$ cat src/rtl/blinkt_wb_pkg.sv
// Shared types and defaults for the blinktLEDBar Wishbone arbiter.
package blinkt_wb_pkg;

  // Bus geometry shared with the blinktLEDBar register slave.
  localparam int DEF_DATA_WIDTH = 32;
  localparam int DEF_ADDR_WIDTH = 32;

  // Arbiter states: no owner, m0 owns, m1 owns, watchdog-aborted tenure.
  typedef enum logic [1:0] {
    IDLE  = 2'd0,
    OWN0  = 2'd1,
    OWN1  = 2'd2,
    ABORT = 2'd3
  } arb_state_t;

  // Master identifier: 0 = serial bridge (m0), 1 = pattern engine (m1).
  typedef logic master_id_t;

  localparam master_id_t M0 = 1'b0;
  localparam master_id_t M1 = 1'b1;

  // One-hot grant vector for a master id (bit0 = m0, bit1 = m1).
  function automatic logic [1:0] grant_onehot(input master_id_t id);
    return (id == M1) ? 2'b10 : 2'b01;
  endfunction

endpackage

$ cat src/rtl/blinkt_wb_watchdog.sv
// Watchdog for unanswered strobes. Counts cycles with run high; clr wins.
// expired is high for the single cycle in which the count equals TIMEOUT,
// after which the counter restarts from zero.
module blinkt_wb_watchdog #(
  parameter int TIMEOUT = 255
) (
  input  logic i_clk,
  input  logic i_rst_n,
  input  logic clr,
  input  logic run,
  output logic expired
);

  localparam int CW = $clog2(TIMEOUT + 1);

  logic [CW-1:0] cnt_q, cnt_d;

  assign expired = (cnt_q == CW'(TIMEOUT));

  // Next count: clear on request or after firing, otherwise advance while running.
  always_comb begin
    cnt_d = cnt_q;
    if (clr || expired) begin
      cnt_d = '0;
    end else if (run) begin
      cnt_d = cnt_q + CW'(1);
    end
  end

  // Count register.
  always_ff @(posedge i_clk or negedge i_rst_n) begin
    if (!i_rst_n) begin
      cnt_q <= '0;
    end else begin
      cnt_q <= cnt_d;
    end
  end

endmodule

$ cat src/rtl/blinkt_wb_arbiter.sv
// 2-master -> 1-slave Wishbone classic arbiter for the blinktLEDBar slave.
// m0 = serial bridge, m1 = pattern engine. Round-robin per tenure, grant held
// for the whole CYC, at least one IDLE cycle between tenures.
// Optional hung-slave watchdog enabled by defining BLINKT_WB_ARB_TIMEOUT_EN;
// the port list is the same either way.
module blinkt_wb_arbiter
  import blinkt_wb_pkg::*;
#(
  parameter int DATA_WIDTH   = DEF_DATA_WIDTH,
  parameter int ADDR_WIDTH   = DEF_ADDR_WIDTH,
  parameter int SELECT_WIDTH = DATA_WIDTH / 8,
  parameter int TIMEOUT      = 255
) (
  input  logic                    i_clk,
  input  logic                    i_rst_n,
  // master 0
  input  logic [ADDR_WIDTH-1:0]   m0_wb_adr_i,
  input  logic [DATA_WIDTH-1:0]   m0_wb_dat_i,
  output logic [DATA_WIDTH-1:0]   m0_wb_dat_o,
  input  logic                    m0_wb_we_i,
  input  logic [SELECT_WIDTH-1:0] m0_wb_sel_i,
  input  logic                    m0_wb_stb_i,
  input  logic                    m0_wb_cyc_i,
  output logic                    m0_wb_ack_o,
  output logic                    m0_wb_err_o,
  output logic                    m0_wb_rty_o,
  // master 1
  input  logic [ADDR_WIDTH-1:0]   m1_wb_adr_i,
  input  logic [DATA_WIDTH-1:0]   m1_wb_dat_i,
  output logic [DATA_WIDTH-1:0]   m1_wb_dat_o,
  input  logic                    m1_wb_we_i,
  input  logic [SELECT_WIDTH-1:0] m1_wb_sel_i,
  input  logic                    m1_wb_stb_i,
  input  logic                    m1_wb_cyc_i,
  output logic                    m1_wb_ack_o,
  output logic                    m1_wb_err_o,
  output logic                    m1_wb_rty_o,
  // slave
  output logic [ADDR_WIDTH-1:0]   s_wb_adr_o,
  output logic [DATA_WIDTH-1:0]   s_wb_dat_o,
  output logic                    s_wb_we_o,
  output logic [SELECT_WIDTH-1:0] s_wb_sel_o,
  output logic                    s_wb_stb_o,
  output logic                    s_wb_cyc_o,
  input  logic [DATA_WIDTH-1:0]   s_wb_dat_i,
  input  logic                    s_wb_ack_i,
  input  logic                    s_wb_err_i,
  input  logic                    s_wb_rty_i,
  // status
  output logic [1:0]              o_grant
);

  arb_state_t state_q, state_d;
  master_id_t last_owner_q, last_owner_d;

  // Owner's request signals, selected by the registered owner id.
  logic [ADDR_WIDTH-1:0]   own_adr;
  logic [DATA_WIDTH-1:0]   own_dat;
  logic                    own_we;
  logic [SELECT_WIDTH-1:0] own_sel;
  logic                    own_stb;
  logic                    own_cyc;

  logic in_own;      // OWN0 or OWN1: slave access may be in progress
  logic granted;     // any state but IDLE: an owner exists
  logic drive;       // owner is actually connected to the slave this cycle
  logic s_resp;      // any slave response
  logic wd_expired;  // watchdog fires this cycle (always 0 without the watchdog)

  // last_owner_q doubles as the current owner while a tenure is active,
  // since it is updated at the moment of grant.
  always_comb begin
    if (last_owner_q == M1) begin
      own_adr = m1_wb_adr_i;
      own_dat = m1_wb_dat_i;
      own_we  = m1_wb_we_i;
      own_sel = m1_wb_sel_i;
      own_stb = m1_wb_stb_i;
      own_cyc = m1_wb_cyc_i;
    end else begin
      own_adr = m0_wb_adr_i;
      own_dat = m0_wb_dat_i;
      own_we  = m0_wb_we_i;
      own_sel = m0_wb_sel_i;
      own_stb = m0_wb_stb_i;
      own_cyc = m0_wb_cyc_i;
    end
  end

  assign in_own  = (state_q == OWN0) || (state_q == OWN1);
  assign granted = (state_q != IDLE);
  assign s_resp  = s_wb_ack_i | s_wb_err_i | s_wb_rty_i;

`ifdef BLINKT_WB_ARB_TIMEOUT_EN
  logic wd_run;
  logic wd_clr;

  // Count only while the owner strobes an active tenure with no answer.
  assign wd_run = in_own & own_stb;
  assign wd_clr = ~wd_run | s_resp;

  blinkt_wb_watchdog #(
    .TIMEOUT (TIMEOUT)
  ) u_watchdog (
    .i_clk   (i_clk),
    .i_rst_n (i_rst_n),
    .clr     (wd_clr),
    .run     (wd_run),
    .expired (wd_expired)
  );
`else
  logic unused_timeout;

  // Without the watchdog a hung slave simply holds the bus.
  assign wd_expired     = 1'b0;
  assign unused_timeout = (TIMEOUT != 0);
`endif

  // Next-state and round-robin arbitration. A tie goes to the master that
  // did not own the previous tenure; a lone requester always wins.
  always_comb begin
    state_d      = state_q;
    last_owner_d = last_owner_q;
    unique case (state_q)
      IDLE: begin
        if (m0_wb_cyc_i && m1_wb_cyc_i) begin
          last_owner_d = ~last_owner_q;
          state_d      = (last_owner_q == M1) ? OWN0 : OWN1;
        end else if (m0_wb_cyc_i) begin
          last_owner_d = M0;
          state_d      = OWN0;
        end else if (m1_wb_cyc_i) begin
          last_owner_d = M1;
          state_d      = OWN1;
        end
      end
      OWN0, OWN1: begin
        // Release wins over a coincident expiry: the owner is already gone.
        if (!own_cyc) begin
          state_d = IDLE;
        end else if (wd_expired) begin
          state_d = ABORT;
        end
      end
      ABORT: begin
        if (!own_cyc) begin
          state_d = IDLE;
        end
      end
      default: state_d = IDLE;
    endcase
  end

  // State and round-robin history registers.
  always_ff @(posedge i_clk or negedge i_rst_n) begin
    if (!i_rst_n) begin
      state_q      <= IDLE;
      last_owner_q <= M1;
    end else begin
      state_q      <= state_d;
      last_owner_q <= last_owner_d;
    end
  end

  // Slave-side mux. Everything is zero with no owner; cyc/stb are also cut
  // in ABORT and in the expiry cycle itself so the slave sees the access end.
  assign drive = in_own & ~wd_expired;

  always_comb begin
    s_wb_adr_o = granted ? own_adr : '0;
    s_wb_dat_o = granted ? own_dat : '0;
    s_wb_we_o  = granted & own_we;
    s_wb_sel_o = granted ? own_sel : '0;
    s_wb_cyc_o = drive & own_cyc;
    s_wb_stb_o = drive & own_stb;
  end

  // Response routing: only the owner sees slave responses, and only while
  // connected; responses during ABORT are dropped. Expiry adds an err pulse.
  always_comb begin
    m0_wb_ack_o = 1'b0;
    m0_wb_err_o = 1'b0;
    m0_wb_rty_o = 1'b0;
    m1_wb_ack_o = 1'b0;
    m1_wb_err_o = 1'b0;
    m1_wb_rty_o = 1'b0;
    if (last_owner_q == M1) begin
      m1_wb_ack_o = drive & s_wb_ack_i;
      m1_wb_err_o = (drive & s_wb_err_i) | (in_own & wd_expired);
      m1_wb_rty_o = drive & s_wb_rty_i;
    end else begin
      m0_wb_ack_o = drive & s_wb_ack_i;
      m0_wb_err_o = (drive & s_wb_err_i) | (in_own & wd_expired);
      m0_wb_rty_o = drive & s_wb_rty_i;
    end
  end

  // Read data is broadcast; masters qualify it with their own ack.
  assign m0_wb_dat_o = s_wb_dat_i;
  assign m1_wb_dat_o = s_wb_dat_i;

  assign o_grant = granted ? grant_onehot(last_owner_q) : 2'b00;

endmodule
$ cat config.mk
export PLATFORM = sky130hd
export DESIGN_NAME = blinkt_wb_arbiter
export DESIGN_NICKNAME = d
export VERILOG_FILES = /design/src/rtl/blinkt_wb_pkg.sv /design/src/rtl/blinkt_wb_watchdog.sv /design/src/rtl/blinkt_wb_arbiter.sv
export SDC_FILE = /design/constraint.sdc
export NUM_CORES = 1
export LEC_CHECK = 0
export ABC_CLOCK_PERIOD_IN_PS = 1220
export BUFFER_PORTS_ARGS = -buffer_cell sky130_fd_sc_hd__buf_2
export CORE_AREA = 4 4 123 125
export CTS_BUF_LIST = sky130_fd_sc_hd__clkbuf_16
export DETAILED_ROUTE_END_ITERATION = 10
export DIE_AREA = 0 0 127 129
export PLACE_DENSITY = 0.46
export REMOVE_ABC_BUFFERS = 1
export SKIP_CTS_REPAIR_TIMING = 1
export SLEW_MARGIN = 5
export SYNTH_ARGS = -nofsm -noshare
export SYNTH_HDL_FRONTEND = slang
export SYNTH_HIERARCHICAL = 1
export SYNTH_SLANG_ARGS = --single-unit
$ cat constraint.sdc
create_clock -name i_clk -period 1.22 [get_ports i_clk]
set_input_delay 0.183 -clock i_clk [delete_from_list [all_inputs] [get_ports i_clk]]
set_output_delay 0.183 -clock i_clk [all_outputs]
set_load 0.05 [all_outputs]
==> impl_metrics.env <==
export IMPL_synth_simple_area_share_pct=19.9
export IMPL_ir_worst_vdd_uv=1740
export IMPL_max_freq_mhz=541
export IMPL_instances_no_fill=600
export IMPL_crit_buf_inv=2
export IMPL_whs_ns=0.259
export IMPL_postSynthAreaPerCell_um2=7.21
export IMPL_grt_pass1_vias=2273
export IMPL_final_antenna_net_count=0
export IMPL_synth_top_cell_by_area="mux2i_1"
export IMPL_dr_pass1_iters=4
export IMPL_synth_edff_count=0
export IMPL_drc_errors=0
export IMPL_netlist_area_um2=1800
export IMPL_ios=322
export IMPL_cp_required_ns=1.04
export IMPL_dp_cells=588
export IMPL_antenna_found_initial=0
export IMPL_fin_nets=601
export IMPL_synth_main_ff_cell="dfrtp_1"
export IMPL_yosys_top_cells_area="mux2i_1, buf_4, nor2_1"
export IMPL_dieArea_um2=16400
export IMPL_vias=2332
export IMPL_critPathLaunchType="flop"
export IMPL_critPathMaxStageDelay_ns=0.68
export IMPL_cts_max_level=1
export IMPL_cap_violations=0
export IMPL_synth_top_family_by_area="multiplexers"
export IMPL_start_util_pct=13.0
export IMPL_end_kind="output pin"
export IMPL_detail_route_vias_per_cell=3.89
export IMPL_arrival_ns=1.67
export IMPL_post_drt_wl_per_cell_um=18.0
export IMPL_syn_to_final_growth_pct=86.0
export IMPL_tightest_slew_ns=0.281
export IMPL_finalCritPeriodShare_pct=152
export IMPL_synth_cells=250
export IMPL_violations="setup timing"
export IMPL_synth_xor_area_share_pct=0
export IMPL_drive_gt1_share_pct=64.5
export IMPL_finalPower_mw=11.7
export IMPL_cts_root_buf="clkbuf_16"
export IMPL_synth_top_area_share_pct=39.4
export IMPL_crit_family="flip-flops"
export IMPL_hold_class="in -> reg"
export IMPL_num_rows=43
export IMPL_die_height_um=129
export IMPL_rsz0062_at_grt="yes"
export IMPL_path_cells="buf_8, mux2i_4, and2b_1, buf_6"
export IMPL_setup_slack_ns=-0.630
export IMPL_die_width_um=127
export IMPL_cts_buffer_depth=2
export IMPL_synth_cell_types=22
export IMPL_port_buffers=225
export IMPL_synth_seq_area_share_pct=4.23
export IMPL_place_area_um2=2810
export IMPL_grt_max_degree=34
export IMPL_hp_start="m1_wb_cyc_i"
export IMPL_path_class="reg -> out"
export IMPL_cp_slowest_cell="dfstp_4"
export IMPL_postLayoutCoreUtil_pct=24.2
export IMPL_clk_pin_slew_ns=0.03
export IMPL_yosys_warnings=6
export IMPL_final_area_um2=3350
export IMPL_setup_viol=81
export IMPL_cts_tree="yes"
export IMPL_routabilityCongestion=0.725
export IMPL_clk_latency_ns=0.22
export IMPL_cellLeakagePower_nw=1.84
export IMPL_grt_total_usage_pct=11.2
export IMPL_async_flop_share_pct=100
export IMPL_synth_compound_area_share_pct=1.80
export IMPL_crit_start="last_owner_q"
export IMPL_coreArea_um2=13900
export IMPL_hold_violations=0
export IMPL_cts_buffers=3
export IMPL_globalRouteOverflowTotal=0
export IMPL_r2r_start="last_owner_q"
export IMPL_p_per_area_nw_per_um2=3500
export IMPL_status="complete, but fails checks"
export IMPL_clock_sinks=3
export IMPL_wl_mm=10.8
export IMPL_antenna_cells=0
export IMPL_drt_iter0_markers=40
export IMPL_skew_ns=0.00132
export IMPL_slew_viol_final=0
export IMPL_slew_headroom_pct=81.4
export IMPL_finalCriticalPeriod_ns=1.85
export IMPL_synth_adder_area_share_pct=0.694
export IMPL_crit_fanout=6
export IMPL_muxShareOfSynthArea_pct=39.4
export IMPL_hpwl_mm=9.06
export IMPL_synth_common_cells="mux2i_1, nor2_1, buf_4, clkbuf_1"
export IMPL_grt_first_pass_wirelength_mm=13.8
export IMPL_ys_seq_elements=3
[metrics by stage]
| step | setup TNS [ns] | worst slack (ns) |
|---|---|---|
| final | -42.59 | -0.630 |
| after global routing | -48.01 | -0.683 |
| after CTS | -45.31 | -0.681 |
| after detailed placement | -26.47 | -0.444 |
| after global placement | -25.49 | -0.443 |
| after floorplan | -124.31 | -1.60 |
[cell usage in the layout, fill, tap and decap left out]
cell type,count
a211o_1,1
a21o_1,1
a21oi_1,1
and2_1,3
and2b_1,1
and3_1,3
buf_12,11
buf_2,182
buf_4,13
buf_6,36
buf_8,2
clkbuf_16,5
dfrtp_1,2
dfstp_4,1
dlygate4sd3_1,1
ha_4,1
inv_1,2
inv_2,1
mux2i_1,61
mux2i_2,5
mux2i_4,5
nand2_1,4
nor2_1,65
nor2_2,5
nor2_4,1
nor2b_1,2
nor2b_2,2
nor3b_1,1
o21ai_2,1
o22ai_1,1
[worst reg2reg max path, delay by kind of cell, from the launching register on]
kind / cells / cell delay, ns
AND/OR/NAND/NOR: 1 / 0.03
multiplexers: 1 / 0.24
AO/OA/AOI/OAI: 1 / 0.25
flip-flops: 1 / 0.68
buffers and inverters: 2 / 0.28
[where the power goes]
part	leakage (nW)	switching (mW)	internal, mW	total [mW]
clock network	0.0423	0.0900	0.423	0.513
registers	0.0363	0.0736	0.173	0.247
logic	1.76	6.99	4.00	11.0
total	1.84	7.15	4.59	11.7
[kinds of logic after synthesis]
kind of cell | Yosys count
AOI/OAI and AO/OA | 5
buffers and inverters | 83
adders and majority gates | 1
and+or+nand+nor | 87
muxes | 71
DFF | 3
[final timing paths]
check | slack, ns | cells past startpoint | to
max in group asynchronous | 0.74 | 2 | last_owner_q
min in group asynchronous | 0.29 | 2 | state_q[0]
max | -0.63 | 4 | s_wb_cyc_o
max reg2reg | -0.38 | 5 | state_q[1]
min | 0.26 | 3 | last_owner_q
min reg2reg | 0.51 | 1 | state_q[1]
[routing by layer]
layer  GRT usage (%)  vias to the layer above  wire length (µm)
met4            1.32                        2                80
li1                -                     1098                 -
met2            16.6                      243              4570
met1            13.0                      981              3930
met3            8.63                        8              2110
met5            3.82                        -                74
[flip-flops by register name (all words and copies together) (netlist names)]
| signal | count |
|---|---|
| state_q | 2 |
| last_owner_q | 1 |
[final cells by class]
cell class / count / area (µm²)
inverter: 2 / 7.51
multi-input combinational: 164 / 1240
timing repair buffer: 247 / 1720
tap: 180 / 225
sequential: 3 / 80.1
fill: 1554 / 10500
clock inverter: 1 / 3.75
clock buffer: 3 / 75.1
Power figures use the tool's default switching activity.
